<file path="src/rtl/i2c_arb_pkg.sv">
// ----------------------------------------------------------------------------
// i2c_arb_pkg
// Shared types and sizes for the I2C command arbiter.
//   ADDR_W  : I2C slave address width (7)
//   DATA_W  : register / data byte width (8)
//   NREQ    : number of requesters (2)
//   state_e : arbiter transaction state
// ----------------------------------------------------------------------------
package i2c_arb_pkg;

   localparam int ADDR_W = 7;
   localparam int DATA_W = 8;
   localparam int NREQ   = 2;

   typedef enum logic [2:0] {
      IDLE  = 3'd0,
      START = 3'd1,
      ADDR  = 3'd2,
      DATA  = 3'd3,
      CAPT  = 3'd4,
      CLEAN = 3'd5,
      DONE  = 3'd6
   } state_e;

endpackage

</file>
<file path="src/rtl/rr_arb2.sv">
// ----------------------------------------------------------------------------
// rr_arb2
// Combinational two-way round-robin pick.
//   req_valid [1:0] in  : pending requests
//   ptr             in  : preferred requester when both are pending
//   gnt       [1:0] out : one-hot grant (0 when nothing pending)
//   gnt_idx         out : index of the granted requester
//   gnt_any         out : at least one request pending
// ----------------------------------------------------------------------------
module rr_arb2 (
   input  logic [1:0] req_valid,
   input  logic       ptr,
   output logic [1:0] gnt,
   output logic       gnt_idx,
   output logic       gnt_any
);

   always_comb begin
      gnt_idx = 1'b0;
      gnt     = 2'b00;
      gnt_any = |req_valid;
      case (req_valid)
         2'b01:   gnt_idx = 1'b0;
         2'b10:   gnt_idx = 1'b1;
         2'b11:   gnt_idx = ptr;
         default: gnt_idx = 1'b0;
      endcase
      if (gnt_any) begin
         gnt[gnt_idx] = 1'b1;
      end
   end

endmodule

</file>
<file path="src/rtl/i2c_cmd_arbiter.sv">
// ----------------------------------------------------------------------------
// i2c_cmd_arbiter
// Arbitrates single-byte I2C commands from two requesters onto one I2C master.
// Each transaction: START pulse, wait for address ack, wait for data ack,
// capture the read byte, hold the master in reset for two cycles, report done.
//
// Optional feature macro: I2C_CMD_ARB_TIMEOUT_EN
//   defined   -> watchdog aborts ADDR/DATA after TIMEOUT_CYCLES, err=1 on done
//   undefined -> no watchdog, err tied 0, ADDR/DATA wait indefinitely
//
// Ports
//   clk, reset (async, active-low)
//   req_valid/req_addr/req_reg/req_mode : per-requester command inputs
//   req_grant  : one-cycle grant pulse (command latched that cycle)
//   req_done   : one-cycle completion pulse, qualified by err
//   rdata      : last captured read byte
//   m_address/m_register/m_mode/m_en/m_start/m_stop/m_rst_n : master command
//   m_ack, m_out : master ack pulse and read byte
// ----------------------------------------------------------------------------
module i2c_cmd_arbiter
   import i2c_arb_pkg::*;
#(
   parameter int TIMEOUT_CYCLES = 1023
) (
   input  logic                   clk,
   input  logic                   reset,
   input  logic [NREQ-1:0]        req_valid,
   input  logic [NREQ*ADDR_W-1:0] req_addr,
   input  logic [NREQ*DATA_W-1:0] req_reg,
   input  logic [NREQ-1:0]        req_mode,
   output logic [NREQ-1:0]        req_grant,
   output logic [NREQ-1:0]        req_done,
   output logic [DATA_W-1:0]      rdata,
   output logic                   err,
   output logic [ADDR_W-1:0]      m_address,
   output logic [DATA_W-1:0]      m_register,
   output logic                   m_mode,
   output logic                   m_en,
   output logic                   m_start,
   output logic                   m_stop,
   output logic                   m_rst_n,
   input  logic                   m_ack,
   input  logic [DATA_W-1:0]      m_out
);

   state_e              state_q, state_d;
   logic                ptr_q, ptr_d;
   logic                idx_q, idx_d;
   logic [ADDR_W-1:0]   addr_q, addr_d;
   logic [DATA_W-1:0]   reg_q, reg_d;
   logic                mode_q, mode_d;
   logic [DATA_W-1:0]   rdata_q, rdata_d;
   logic                clean_q, clean_d;
   // Goes high on the first edge after reset release; keeps the master in
   // reset and blocks grants until then.
   logic                live_q, live_d;

   logic [1:0]          arb_gnt;
   logic                arb_idx;
   logic                arb_any;
   logic                grant_fire;
   logic                timeout_hit;
   logic                busy;

   rr_arb2 u_rr_arb2 (
      .req_valid (req_valid),
      .ptr       (ptr_q),
      .gnt       (arb_gnt),
      .gnt_idx   (arb_idx),
      .gnt_any   (arb_any)
   );

   assign grant_fire = (state_q == IDLE) && live_q && arb_any;

`ifdef I2C_CMD_ARB_TIMEOUT_EN
   localparam logic [9:0] TO_LAST = 10'(TIMEOUT_CYCLES - 1);

   logic [9:0] cnt_q, cnt_d;
   logic       err_q, err_d;

   // Watchdog counts every ADDR/DATA cycle; an ack in the final cycle wins.
   always_comb begin
      cnt_d       = cnt_q;
      err_d       = err_q;
      timeout_hit = 1'b0;
      if (state_q == START) begin
         cnt_d = '0;
      end else if ((state_q == ADDR) || (state_q == DATA)) begin
         cnt_d       = cnt_q + 10'd1;
         timeout_hit = !m_ack && (cnt_q == TO_LAST);
      end
      if (grant_fire) begin
         err_d = 1'b0;
      end else if (timeout_hit) begin
         err_d = 1'b1;
      end
   end

   always_ff @(posedge clk or negedge reset) begin
      if (!reset) begin
         cnt_q <= '0;
         err_q <= 1'b0;
      end else begin
         cnt_q <= cnt_d;
         err_q <= err_d;
      end
   end

   assign err = (state_q == DONE) && err_q;
`else
   assign timeout_hit = 1'b0;
   assign err         = 1'b0;
`endif

   always_comb begin
      state_d   = state_q;
      ptr_d     = ptr_q;
      idx_d     = idx_q;
      addr_d    = addr_q;
      reg_d     = reg_q;
      mode_d    = mode_q;
      rdata_d   = rdata_q;
      clean_d   = 1'b0;
      live_d    = 1'b1;
      req_grant = '0;
      req_done  = '0;
      m_en      = 1'b0;
      m_start   = 1'b0;
      m_stop    = 1'b0;
      case (state_q)
         IDLE: begin
            if (grant_fire) begin
               req_grant = arb_gnt;
               idx_d     = arb_idx;
               addr_d    = req_addr[int'(arb_idx)*ADDR_W +: ADDR_W];
               reg_d     = req_reg[int'(arb_idx)*DATA_W +: DATA_W];
               mode_d    = req_mode[arb_idx];
               state_d   = START;
            end
         end
         START: begin
            m_en    = 1'b1;
            m_start = 1'b1;
            m_stop  = 1'b1;
            state_d = ADDR;
         end
         ADDR: begin
            m_stop = 1'b1;
            if (m_ack) begin
               state_d = DATA;
            end else if (timeout_hit) begin
               state_d = CLEAN;
            end
         end
         DATA: begin
            m_stop = 1'b1;
            if (m_ack) begin
               state_d = CAPT;
            end else if (timeout_hit) begin
               state_d = CLEAN;
            end
         end
         CAPT: begin
            m_stop = 1'b1;
            if (mode_q) begin
               rdata_d = m_out;
            end
            state_d = CLEAN;
         end
         CLEAN: begin
            // clean_q marks the second of the two master-reset cycles.
            clean_d = !clean_q;
            if (clean_q) begin
               state_d = DONE;
            end
         end
         DONE: begin
            req_done[idx_q] = 1'b1;
            ptr_d           = ~idx_q;
            state_d         = IDLE;
         end
         default: state_d = IDLE;
      endcase
   end

   assign busy       = (state_q == START) || (state_q == ADDR) || (state_q == DATA) ||
                       (state_q == CAPT)  || (state_q == CLEAN);
   assign m_address  = busy ? addr_q : '0;
   assign m_register = busy ? reg_q  : '0;
   assign m_mode     = busy && mode_q;
   assign m_rst_n    = live_q && (state_q != CLEAN);
   assign rdata      = rdata_q;

   always_ff @(posedge clk or negedge reset) begin
      if (!reset) begin
         state_q <= IDLE;
         ptr_q   <= 1'b0;
         idx_q   <= 1'b0;
         rdata_q <= '0;
         clean_q <= 1'b0;
         live_q  <= 1'b0;
      end else begin
         state_q <= state_d;
         ptr_q   <= ptr_d;
         idx_q   <= idx_d;
         rdata_q <= rdata_d;
         clean_q <= clean_d;
         live_q  <= live_d;
      end
   end

   // Latched command; only visible through the busy-gated outputs.
   always_ff @(posedge clk) begin
      addr_q <= addr_d;
      reg_q  <= reg_d;
      mode_q <= mode_d;
   end

endmodule

</file>
<file path="config.mk">
export PLATFORM = sky130hd
export DESIGN_NAME = i2c_cmd_arbiter
export DESIGN_NICKNAME = d
export VERILOG_FILES = /design/src/rtl/i2c_arb_pkg.sv /design/src/rtl/rr_arb2.sv /design/src/rtl/i2c_cmd_arbiter.sv
export SDC_FILE = /design/constraint.sdc
export NUM_CORES = 1
export LEC_CHECK = 0
export CAP_MARGIN = 20
export CORE_MARGIN = 3
export CORE_UTILIZATION = 40
export CTS_CLUSTER_SIZE = 28
export DETAILED_ROUTE_END_ITERATION = 8
export GPL_TIMING_DRIVEN = 0
export PLACE_DENSITY = 0.79
export SYNTH_ARGS = -nofsm -noshare
export SYNTH_HDL_FRONTEND = slang
export SYNTH_SLANG_ARGS = --single-unit
</file>
<file path="constraint.sdc">
create_clock -name clk -period 2 [get_ports clk]
set_input_delay 0.4 -clock clk [delete_from_list [all_inputs] [get_ports clk]]
set_output_delay 0.4 -clock clk [all_outputs]
set_load 0.03 [all_outputs]
</file>
==> results.py <==
metrics = {
    "run_status": {
        "status": "complete, no violations",
    },
    "power": {
        "leakagePower_uw": 0.001074,
        "p_total_uw": 3630,
        "power_density_mw_per_mm2": 1429,
        "vdd_ir_drop_max_mv": 0.6183,
    },
    "synthesis": {
        "ys_types": 30,
        "synth.top_cell.area_share": 0.3089,
        "synth_area_leader_cell": "edfxtp_1",
        "postSynthCellCount": 116,
        "yosys-top-cells-area": "edfxtp_1 31%, dfrtp_1 24%, mux2_2 12%",
        "synth_area_mm2": 0.001555,
        "ys_warn_count": 0,
        "synthesis.nets": 161,
        "avgSynthCellArea_um2": 13.41,
        "seq_area_frac_synth": 0.5503,
        "ys_ff_latch": 31,
    },
    "clock_tree": {
        "cts_tree": "built",
        "cts.clk_slew.worst_paths_ns": 0.07,
        "clockBufferDepth": 2,
        "cts_root_buf": "clkbuf_8",
        "insertion_delay_ns": 0.28,
        "numCtsBuffers": 5,
        "clkSinkCount": 31,
        "htreeDepth": 2,
    },
    "hold_path": {
        "min_path_type": "reg2reg",
        "holdPathStages": 1,
        "hold_start": "rdata[7]",
        "min_to": "rdata[7]",
    },
    "cells_and_area": {
        "final_nets": 252,
        "diodes": 0,
        "utilization": 0.6835,
        "drive_gt1_frac": 0.4038,
        "syn_to_final_growth_pct": 63.31,
    },
    "drt": {
        "drt-vias-per-instance": 4.637,
        "via_count": 1187,
        "wl_per_cell_um": 14.88,
        "drt_wl_total_mm": 3.810,
        "dr.pass1.iters": 4,
        "drt_iter0_markers": 74,
        "drc": 0,
        "antenna_left": 0,
    },
    "placement": {
        "portBuffers": 76,
        "routabilityCongestion": 0.7675,
        "place_hpwl_mm": 2.808,
    },
    "critical_path": {
        "endpoint_kind": "primary output",
        "crit_path_max_fanout": 10,
        "r2r_end": "reg_q[4]",
        "critPathLaunchType": "flop",
        "crit_required_ns": 1.60,
        "arrival_ns": 1.59,
        "r2r_slack_ns": 0.24,
        "critPathKind": "reg2out",
        "worstReg2RegStart": "state_q[0]",
        "rr_worst_depth": 4,
    },
    "timing": {
        "hold_viol_final": 0,
        "worst_pin_slew_ns": 0.6632,
        "fmax_ghz": 0.5034,
        "rsz0062_at_grt": "yes",
        "finalSetupViolCount": 0,
        "fin_crit_sh": 0.9932,
        "drv_slew": 0,
        "period_minus_slack_ns": 1.986,
        "skew_ns": 0.004172,
        "slew_headroom": 0.5565,
    },
    "global_routing": {
        "grtUsageTotal": 0.1683,
        "grt_start_max_net_pins": 17,
        "antenna_found_initial": 0,
        "grt_first_pass_wirelength_mm": 5.589,
        "grt_overflow": 0,
        "grt_pass1_vias": 1178,
    },
    "die": {
        "die_h_um": 68.36,
        "initial_core_util": 0.4185,
        "core_mm2": 0.003716,
        "fp-row-count": 22,
        "io_pins": 78,
        "die_w_um": 68.36,
        "dieArea_mm2": 0.004672,
    },
    "flow_run": {
        "maxCapViolations": 0,
    },
}
==> sequential cells by signal, summed over array words and instances, names as in the netlist <==
signal and count:
reg_q 8, live_q 1, rdata 8, state_q 3
ptr_q 1, idx_q 1, clean_q 1, mode_q 1
addr_q 7
==> power by group <==
part | internal (uW) | total [uW] | switching [uW]
Clock | 237 | 468 | 231
Combinational | 1040 | 2220 | 1180
Sequential | 870 | 945 | 75.5
Total | 2150 | 3630 | 1480
==> final cells by class <==
class	instances	area (um2)
Buffer	8	78.83
Clock buffer	5	68.82
Clock inverter	3	15.01
Fill cell	287	1176
Inverter	4	15.01
Multi-Input combinational cell	73	649.4
Sequential cell	31	855.8
Tap cell	48	60.06
Timing Repair Buffer	84	797.0
==> Yosys cell counts <==
library cell and instances:
o21ba_2 1, a21oi_2 1, nor3_1 2, mux2i_1 1, nand3_1 1, a21oi_1 1, mux2_4 8, xnor2_1 1
and3_4 1, conb_1 2, buf_6 3, buf_4 4, o21ai_4 1, o21ai_0 3, nand2b_1 2, o21a_1 2
nor2b_1 1, nand4_1 1, edfxtp_1 16, dfrtp_1 15, nand2_1 4, o211ai_1 1, xor2_1 1, mux2_2 16
buf_2 1, nor3_2 1, nor2_4 1, inv_1 4, nor2_1 4, and2_1 16
==> through the flow <==
stage / instance area, um2 / cells / hold WS, ns / worst slack [ns] / TNS [ns]
after floorplan: 1555 / 116 / 0.1044 / 0.1727 / 0
after global placement: 2376 / 240 / 0.4926 / -0.7158 / -5.886
after detailed placement: 2376 / 240 / 0.4911 / -0.7400 / -7.091
after CTS: 2449 / 250 / 0.5137 / 0.0003612 / 0
final: 2540 / 256 / 0.5091 / 0.01357 / 0
after global routing: 2540 / 256 / 0.5283 / -0.05784 / -0.4437
==> cells in the final DEF, fill, tap and decap left out, drive strengths merged, types with 2 or more instances in the layout <==
cell,instances
nor2,5
buf,33
edfxtp,16
conb,2
inv,4
nor3,3
and2,16
o21a,2
o21ai,4
clkinv,3
clkdlybuf4s50,51
dfrtp,15
clkdlybuf4s15,4
a21oi,2
nand2b,2
clkbuf,8
nand2,4
mux2,24
==> worst max-delay path: stages (launching register included) <==
cell and delay (ns):
dfrtp_1 0.37, buf_6 0.15, nor3_4 0.26, a21oi_4 0.09, buf_6 0.14, and2_1 0.16
buf_6 0.14
==> worst max path at each step <==
stage | startpoint | slack [ns] | depth (start not counted) | to
CTS | req_valid[0] | 0.0004 | 6 | req_grant[0]
global route | state_q[1] | -0.06 | 6 | m_register[1]
detailed placement | req_valid[0] | -0.74 | 6 | req_grant[0]
finish | state_q[0] | 0.01 | 6 | m_register[5]
floorplan | state_q[1] | 0.17 | 4 | m_start
global placement | req_valid[0] | -0.72 | 6 | req_grant[0]
==> cells by family after synthesis <==
| kind of cell | share of synthesized area |
|---|---|
| mux | 0.1995 |
| compound gates | 0.04988 |
| simple gates | 0.1303 |
| flops | 0.5503 |
| xor+xnor | 0.01127 |
| buf+inv | 0.05390 |
| other cells | 0.004829 |
==> repair_timing <==
item                                    in CTS  in global routing
hold buffers                                 0                  0
pin swaps                                    2                  2
buffers inserted                             2                  5
gates cloned                                 0                  1
endpoints found under the setup margin      24                 23
gates resized for setup                     96                 59
==> per-layer routing <==
layer / track usage / up-vias / routed length [um]
met3: 0.05090 / 5 / 232
met4: 0.07196 / 0 / 56
met1: 0.1879 / 563 / 1459
met2: 0.2948 / 43 / 2061
met5: 0 / - / 0
li1: - / 576 / -
Note: power is estimated with default switching activity, not from simulation.
